`src/rtl/edge_detect_mc_if.sv`:
```
// Control/status bundle for the multi-channel edge detector.
// master drives configuration and raw inputs, slave returns status.
interface edge_detect_mc_if #(
  parameter int CH     = 4,
  parameter int FILT_W = 4
);
  logic              en;
  logic [CH-1:0]     data_in;
  logic [CH-1:0]     invert;
  logic [FILT_W-1:0] filt_len;
  logic [2*CH-1:0]   edge_mode;
  logic [CH-1:0]     clr;
  logic [CH-1:0]     level;
  logic [CH-1:0]     pos_edge;
  logic [CH-1:0]     neg_edge;
  logic [CH-1:0]     evt;
  logic [CH-1:0]     sticky;
  logic              irq;

  modport master (
    output en, data_in, invert,
    output filt_len, edge_mode, clr,
    input  level, pos_edge, neg_edge,
    input  evt, sticky, irq
  );

  modport slave (
    input  en, data_in, invert,
    input  filt_len, edge_mode, clr,
    output level, pos_edge, neg_edge,
    output evt, sticky, irq
  );
endinterface

```
`src/rtl/edge_detect_mc.sv`:
```
// Multi-channel synchronised, glitch-filtered edge detector
// with per-channel event mode, sticky W1C flags and combined irq.
module edge_detect_mc #(
  parameter int            CH     = 4,
  parameter int            SYNC   = 2,
  parameter int            FILT_W = 4,
  parameter logic [CH-1:0] INIT   = '0
) (
  input logic             clk,
  input logic             rst_n,
  edge_detect_mc_if.slave bus
);

  logic [SYNC-1:0]   sync_q [CH];
  logic [FILT_W-1:0] cnt_q  [CH];
  logic [CH-1:0]     level_q;
  logic [CH-1:0]     pos_q;
  logic [CH-1:0]     neg_q;
  logic [CH-1:0]     evt_q;
  logic [CH-1:0]     sticky_q;
  logic              irq_q;
  logic [CH-1:0]     s;
  logic [FILT_W-1:0] lm1;

  // filt_len of 0 behaves as 1, so the accept threshold is L-1
  assign lm1 = (bus.filt_len == '0) ? '0
             : bus.filt_len - 1'b1;

  always_comb begin
    s = '0;
    for (int i = 0; i < CH; i++)
      s[i] = sync_q[i][SYNC-1] ^ bus.invert[i];
  end

  always_ff @(posedge clk or negedge rst_n) begin
    if (!rst_n) begin
      for (int i = 0; i < CH; i++) begin
        sync_q[i] <= {SYNC{INIT[i]}};
        cnt_q[i]  <= '0;
      end
      level_q  <= INIT;
      pos_q    <= '0;
      neg_q    <= '0;
      evt_q    <= '0;
      sticky_q <= '0;
      irq_q    <= 1'b0;
    end else begin
      // a new event wins over a simultaneous clear
      sticky_q <= evt_q | (sticky_q & ~bus.clr);
      irq_q    <= |sticky_q;
      pos_q    <= '0;
      neg_q    <= '0;
      evt_q    <= '0;
      for (int i = 0; i < CH; i++) begin
        sync_q[i] <= {sync_q[i][SYNC-2:0],
                      bus.data_in[i]};
        if (!bus.en) begin
          cnt_q[i] <= '0;
        end else if (s[i] == level_q[i]) begin
          cnt_q[i] <= '0;
        end else if (cnt_q[i] >= lm1) begin
          level_q[i] <= s[i];
          cnt_q[i]   <= '0;
          pos_q[i]   <= s[i];
          neg_q[i]   <= ~s[i];
          evt_q[i]   <= s[i] ? bus.edge_mode[2*i]
                             : bus.edge_mode[2*i+1];
        end else begin
          cnt_q[i] <= cnt_q[i] + 1'b1;
        end
      end
    end
  end

  assign bus.level    = level_q;
  assign bus.pos_edge = pos_q;
  assign bus.neg_edge = neg_q;
  assign bus.evt      = evt_q;
  assign bus.sticky   = sticky_q;
  assign bus.irq      = irq_q;

endmodule
```
`src/flat_wrapper.sv`:
```
// flat-port wrapper written by rule: the top's interface ports become plain ports
module edge_detect_mc_flat 
#(
  parameter int            CH     = 4,
  parameter int            SYNC   = 2,
  parameter int            FILT_W = 4,
  parameter logic [CH-1:0] INIT   = '0
)
  (clk, rst_n, bus_en, bus_data_in, bus_invert, bus_filt_len, bus_edge_mode, bus_clr, bus_level, bus_pos_edge, bus_neg_edge, bus_evt, bus_sticky, bus_irq);
  edge_detect_mc_if #(.CH(CH), .FILT_W(FILT_W)) bus_i ();
  input logic clk;
  input logic rst_n;
  input wire logic [$bits(bus_i.en)-1:0] bus_en;
  input wire logic [$bits(bus_i.data_in)-1:0] bus_data_in;
  input wire logic [$bits(bus_i.invert)-1:0] bus_invert;
  input wire logic [$bits(bus_i.filt_len)-1:0] bus_filt_len;
  input wire logic [$bits(bus_i.edge_mode)-1:0] bus_edge_mode;
  input wire logic [$bits(bus_i.clr)-1:0] bus_clr;
  output wire logic [$bits(bus_i.level)-1:0] bus_level;
  output wire logic [$bits(bus_i.pos_edge)-1:0] bus_pos_edge;
  output wire logic [$bits(bus_i.neg_edge)-1:0] bus_neg_edge;
  output wire logic [$bits(bus_i.evt)-1:0] bus_evt;
  output wire logic [$bits(bus_i.sticky)-1:0] bus_sticky;
  output wire logic [$bits(bus_i.irq)-1:0] bus_irq;
  assign bus_i.en = bus_en;
  assign bus_i.data_in = bus_data_in;
  assign bus_i.invert = bus_invert;
  assign bus_i.filt_len = bus_filt_len;
  assign bus_i.edge_mode = bus_edge_mode;
  assign bus_i.clr = bus_clr;
  assign bus_level = bus_i.level;
  assign bus_pos_edge = bus_i.pos_edge;
  assign bus_neg_edge = bus_i.neg_edge;
  assign bus_evt = bus_i.evt;
  assign bus_sticky = bus_i.sticky;
  assign bus_irq = bus_i.irq;
  edge_detect_mc #(.CH(CH), .SYNC(SYNC), .FILT_W(FILT_W), .INIT(INIT)) u_core (.clk(clk), .rst_n(rst_n), .bus(bus_i));
endmodule
```
`config.mk`:
```
export PLATFORM = sky130hd
export DESIGN_NAME = edge_detect_mc_flat
export DESIGN_NICKNAME = d
export VERILOG_FILES = /design/src/rtl/edge_detect_mc_if.sv /design/src/rtl/edge_detect_mc.sv /design/src/flat_wrapper.sv
export SDC_FILE = /design/constraint.sdc
export NUM_CORES = 1
export LEC_CHECK = 0
export CORE_MARGIN = 10
export CORE_UTILIZATION = 35
export CTS_BUF_LIST = sky130_fd_sc_hd__clkbuf_4 sky130_fd_sc_hd__clkbuf_8 sky130_fd_sc_hd__clkbuf_16
export DETAILED_ROUTE_END_ITERATION = 12
export DONT_BUFFER_PORTS = 1
export PLACE_DENSITY_LB_ADDON = 0.08
export SLEW_MARGIN = 0
export SYNTH_ARGS = -nofsm -noshare
export SYNTH_HDL_FRONTEND = slang
export SYNTH_SLANG_ARGS = --single-unit
```
`constraint.sdc`:
```
create_clock -name clk -period 3.45 [get_ports clk]
set_clock_uncertainty 0.1 [all_clocks]
set_input_delay 0.69 -clock clk [delete_from_list [all_inputs] [get_ports clk]]
set_output_delay 0.69 -clock clk [all_outputs]
set_load 0.03 [all_outputs]
```
; Yosys cells after proc, flatten, opt, wreduce, memory -nomap -nowiden
; Index checks and enable logic that the tools add are counted.
[op_classes]
n_eq_ne = 4
add_sub_neg = 5
n_reduce_logical = 6
mux = 53
n_lt_le_gt_ge = 4
bitwise_logic = 15
[ops]
columns = op, count
row1 = 2-to-1 mux 4 bit, 13
row2 = 2-to-1 mux 1 bit, 40
row3 = "adder 4 x 1 -> 4 bit, second input constant", 4
row4 = greater-or-equal comparator 4 bit, 4
row5 = AND reduction 3 bit, 4
row6 = NOT 1 bit, 8
row7 = AND 4 bit, 1
row8 = equality test 1 bit, 4
row9 = zero test 4 bit, 1
row10 = NOT 4 bit, 1
row11 = OR 4 bit, 1
row12 = OR reduction 4 bit, 1
row13 = "subtractor 4 x 1 -> 4 bit, second input constant", 1
row14 = bitwise XOR 1 bit, 4
[word_totals]
elab_cells = 104
inputBits = 27
output_inout_bits = 21
register_bits = 45

; Logic depth before layout (Yosys ltp)
[depth]
depth_word = 6
ltp_mapped = 8
mapped_depth_nobuf = 8

; Least setup slack after synthesis
; OpenSTA, ideal clock, no wires.
[synth_path]
path_kind = input-to-reg
startpoint = input bus_filt_len[1]
endpoint = register u_core.cnt_q[10] in the netlist's numbering
path_slack_ns = 1.121
arrival_time_ns = 2.157
path_buffers = 0
setup_time_ns = 0.072
cell_stages = 6
t_required_ns = 3.278
cell_sequence = o31ai_1 ha_1 a21oi_1 o21ai_0 or3b_4 nor2_1
[synth_via]
elab_chain_len = 6
elab_cells_between_ends = 7
cone_classes = add/sub: 1 / order compare: 1 / mux: 4 / reduce/logical: 1
[synth_lines]
columns = element, line_no
row1 = start: declaration, flat_wrapper.sv:16  ; input wire logic [$bits(bus_i.filt_len)-1:0] bus_filt_len;
row2 = subtractor 4 x 1 -> 4 bit or zero test 4 bit (tied branches), "edge_detect_mc.sv:27, edge_detect_mc.sv:26"
row3 = 2-to-1 mux 4 bit *, edge_detect_mc.sv:26  ; assign lm1 = (bus.filt_len == '0) ? '0
row4 = greater-or-equal comparator 4 bit *, edge_detect_mc.sv:61  ; end else if (cnt_q[i] >= lm1) begin
row5 = 2-to-1 mux 4 bit *, edge_detect_mc.sv:61
row6 = 2-to-1 mux 4 bit *, edge_detect_mc.sv:59  ; end else if (s[i] == level_q[i]) begin
row7 = 2-to-1 mux 4 bit *, edge_detect_mc.sv:57  ; if (!bus.en) begin
row8 = end signal: indexed assignment, edge_detect_mc.sv:69  ; cnt_q[i] <= cnt_q[i] + 1'b1;
row9 = end: declaration, edge_detect_mc.sv:15  ; logic [FILT_W-1:0] cnt_q [CH];
; Mark *: on every way between the ends. The rest lies on a longest branch, timed or not.
; A chain may end at the register's enable or synchronous reset.

; Worst setup path in the final report
[layout_path]
startpoint = input bus_filt_len[1]
endpoint = register u_core.cnt_q[3] in the netlist's numbering
; The elaborated chain is that of the path after synthesis.

==> load_flow_metrics.sql <==
INSERT INTO impl_metrics (metric_group, metric, value, unit) VALUES
('clock_tree', 'clock_tree_from_tritoncts', 'yes', ''),
('synthesis', 'yosys_warnings', '0', ''),
('detailed_routing', 'topRoutingLayerUsed', 'met4', ''),
('synthesis', 'post_synth_inst_count', '175', ''),
('pwr', 'total_leakage_power', '1.11', 'nW'),
('cells_and_area', 'num-nets-final', '229', ''),
('place', 'gpl.final_weighted_congestion', '0.737', ''),
('detailed_routing', 'final_antenna_net_count', '0', ''),
('synthesis', 'yosysSeqAreaShare', '53.8', '%'),
('critical_path', 'highest_net_fanout_along_the_worst_path', '4', ''),
('critical_path', 'startpoint_type', 'input port', ''),
('die', 'die-area', '9470', 'µm²'),
('outcome', 'status', 'completed', ''),
('detailed_routing', 'drt-total-wl', '4150', 'µm'),
('synthesis', 'netlist.area_leader.share', '53.8', '%'),
('clock_tree', 'cts_buffer_depth', '2', ''),
('detailed_routing', 'post_drt_wl_per_cell', '16.1', 'µm'),
('synthesis', 'postSynthNetCount', '222', ''),
('cells_and_area', 'antenna_cells_inserted', '0', ''),
('global_route', 'first_pass_grt_wire_length', '7130', 'µm'),
('clock_tree', 'clock_sink_count', '45', ''),
('pwr', 'pwrdens', '574', 'nW/µm²'),
('die', 'floorplan.core_area', '5850', 'µm²'),
('detailed_routing', 'drtIter0Drc', '19', ''),
('sta', 'timing.hold.ws', '124', 'ps'),
('global_route', 'globalRouteTotalUtil', '9.28', '%'),
('sta', 'achievable-frequency', '413', 'MHz'),
('die', 'num_rows', '28', ''),
('synthesis', 'ys.flop_type', 'dfrtp_1', ''),
('pwr', 'highest_ir_drop_seen_on_vdd', '202', 'µV'),
('sta', 'shortest_clock_period_the_worst_path_allows_after_layout', '2420', 'ps'),
('critical_path', 'critical_path_data_required_time', '3580', 'ps'),
('die', 'die-width', '97.3', 'µm'),
('sta', 'timing.final.max_slew_violations', '0', ''),
('sta', 'worstMarginPinSlew', '708', 'ps'),
('clock_tree', 'cts-htree-levels', '2', ''),
('detailed_routing', 'viasPerCell', '4.92', ''),
('synthesis', 'syn_avg_cell_area', '12.0', 'µm²'),
('synthesis', 'synth_edf_count', '0', ''),
('critical_path', 'critPathCaptureType', 'flip-flop', ''),
('cells_and_area', 'register_area', '1130', 'µm²'),
('detailed_routing', 'drc', '0', ''),
('cells_and_area', 'area.growth.synth_to_final', '9.99', '%'),
('synthesis', 'yosys_register_bits', '45', ''),
('die', 'die_y', '97.3', 'µm'),
('clock_tree', 'insertion_delay', '300', 'ps'),
('synthesis', 'post_synth_main_area_contributors', 'dfrtp_1 (54%), ha_1 (12%), nor2_1 (4.7%), xnor2_1 (3.3%), xor2_2 (3.1%)', ''),
('critical_path', 'criticalPathCategory', 'input port to flip-flop', ''),
('sta', 'post-route-period-util', '70.3', '%'),
('sta', 'finalSetupTns', '0', 'ps'),
('detailed_routing', 'routed-via-count', '1269', ''),
('synthesis', 'library_cell_occupying_the_most_area_in_the_post_synthesis_netlist', 'dfrtp_1', ''),
('synthesis', 'synthDistinctLibCells', '24', ''),
('global_route', 'first_global_vias', '1418', ''),
('clock_tree', 'cts_buffers', '5', ''),
('worst_hold_path', 'worstHoldPathType', 'input port to async pin', ''),
('place', 'io_buffers', '0', ''),
('global_route', 'pin_count_of_the_biggest_net_entering_global_routing', '46', ''),
('die', 'boundaryPins', '48', ''),
('run', 'drv_cap', '0', ''),
('cells_and_area', 'layout_common_cells', 'dfrtp_1 (45), nor2_1 (26), ha_1 (20)', ''),
('sta', 'finalSetupViolations', '0', ''),
('synthesis', 'synth_area', '2090', 'µm²'),
('die', 'initial_utilization', '35.8', '%'),
('clock_tree', 'post_cts_setup_driven_buffer_insertion_count', '0', ''),
('cells_and_area', 'multiInputGateArea', '917', 'µm²'),
('global_route', 'initial_antenna_violation_count', '0', ''),
('critical_path', 'worstPathArrival', '2550', 'ps'),
('sta', 'max_slew_margin', '52.4', '%'),
('cells_and_area', 'layout-drive-gt1-share', '11.5', '%'),
('place', 'dp_hpwl', '3170', 'µm'),
('clock_tree', 'path_clk_slew', '80', 'ps'),
('detailed_routing', 'detailroute.wirelength.met3', '272', 'µm'),
('clock_tree', 'root_buffer', 'clkbuf_8', ''),
('sta', 'finalHoldViolCount', '0', ''),
('global_route', 'globalRoute.totalOverflow', '0', ''),
('detailed_routing', 'drt_pre_antenna_iters', '4', ''),
('synthesis', 'postSynth.asyncResetShare', '100', '%'),
('cells_and_area', 'fillers', '548', ''),
('detailed_routing', 'met2_routed_wl', '2150', 'µm'),
('detailed_routing', 'met1_length', '1670', 'µm'),
('cells_and_area', 'final_common_cell', 'dfrtp_1', ''),
('sta', 'setup_repair_after_global_routing_missed_its_margin', 'false', '');
what timing repair did:
| action | 4_1_cts | 5_1_grt |
|---|---|---|
| gates resized for setup | 0 | 0 |
| hold buffers | 1 | 0 |
| hold endpoints to repair | 45 | 0 |
final cells by class:
cell class / count / share of cell area, %
clock buffers: 5 / 2.99
multi-input cells: 117 / 39.9
clock inverters: 3 / 0.979
well taps: 75 / 4.08
flip-flops and latches: 45 / 48.9
repair buffers: 1 / 1.20
inverters: 12 / 1.96
state kept, by name, indices dropped and copies added, names as in the netlist:
name,flops
u_core.cnt_q,16
u_core.sync_q,8
u_core.bus.evt,4
u_core.bus.level,4
u_core.bus.neg_edge,4
u_core.bus.pos_edge,4
u_core.bus.sticky,4
u_core.bus.irq,1
per-layer routing:
layer	track usage, %	up-vias
met5	0	-
met4	3.36	0
met3	4.27	6
met2	15.9	28
met1	9.76	634
li1	-	601
per-stage QoR:
stage               std cells  total power, mW  instance area (µm²)  worst slack (ps)  utilization, %
finish                    258             1.32                 2300              1030            39.3
global placement          249            0.982                 2180               767            37.3
CTS                       258             1.34                 2300              1010            39.3
detailed placement        249            0.996                 2180               695            37.3
floorplan                 175            0.933                 2090              1120               -
global route              258             1.42                 2300               852            39.3
report_power, final:
| group | internal, mW | switching, mW |
|---|---|---|
| registers | 0.594 | 0.152 |
| clock network | 0.144 | 0.185 |
| logic | 0.130 | 0.116 |
worst max-delay path, stage by stage:
cell	delay, ps
o31ai_1	610
ha_1	380
a21oi_1	150
o21ai_0	180
or3b_4	430
nor2_1	120
cells by family (layout without fill, tap and decap cells):
logic type	after synthesis	in the layout	share of synthesized area (%)
AND/OR/NAND/NOR	53	53	13.5
flip-flops	45	45	53.8
adder cells (fa/ha/maj)	20	20	12.0
AO/OA/AOI/OAI	19	19	5.74
XOR/XNOR	16	16	8.13
buffers and inverters	13	21	2.33
multiplexers	9	9	4.55
path summary, 6_finish.rpt:
kind / start / endpoint / slack [ps] / depth (start not counted)
worst max register to register: u_core.cnt_q[0] / u_core.cnt_q[3] / 1620 / 6
worst min register to register: u_core.sync_q[2] / u_core.sync_q[3] / 260 / 0
min in group clk: u_core.sync_q[2] / u_core.sync_q[3] / 260 / 0
max in group asynchronous: rst_n / u_core.bus.neg_edge[3] / 2910 / 1
worst max-delay path: bus_filt_len[1] / u_core.cnt_q[3] / 1030 / 6
worst min-delay path: rst_n / u_core.bus.level[0] / 120 / 1
cell usage after synthesis (all sizes together), types with 5 or more instances:
master  count
nor2b       5
mux2i       5
xor2        8
dfrtp      45
nor2       26
inv        12
a21oi       5
xnor2       8
ha         20
No activity file was read; power rests on OpenSTA's default activity.
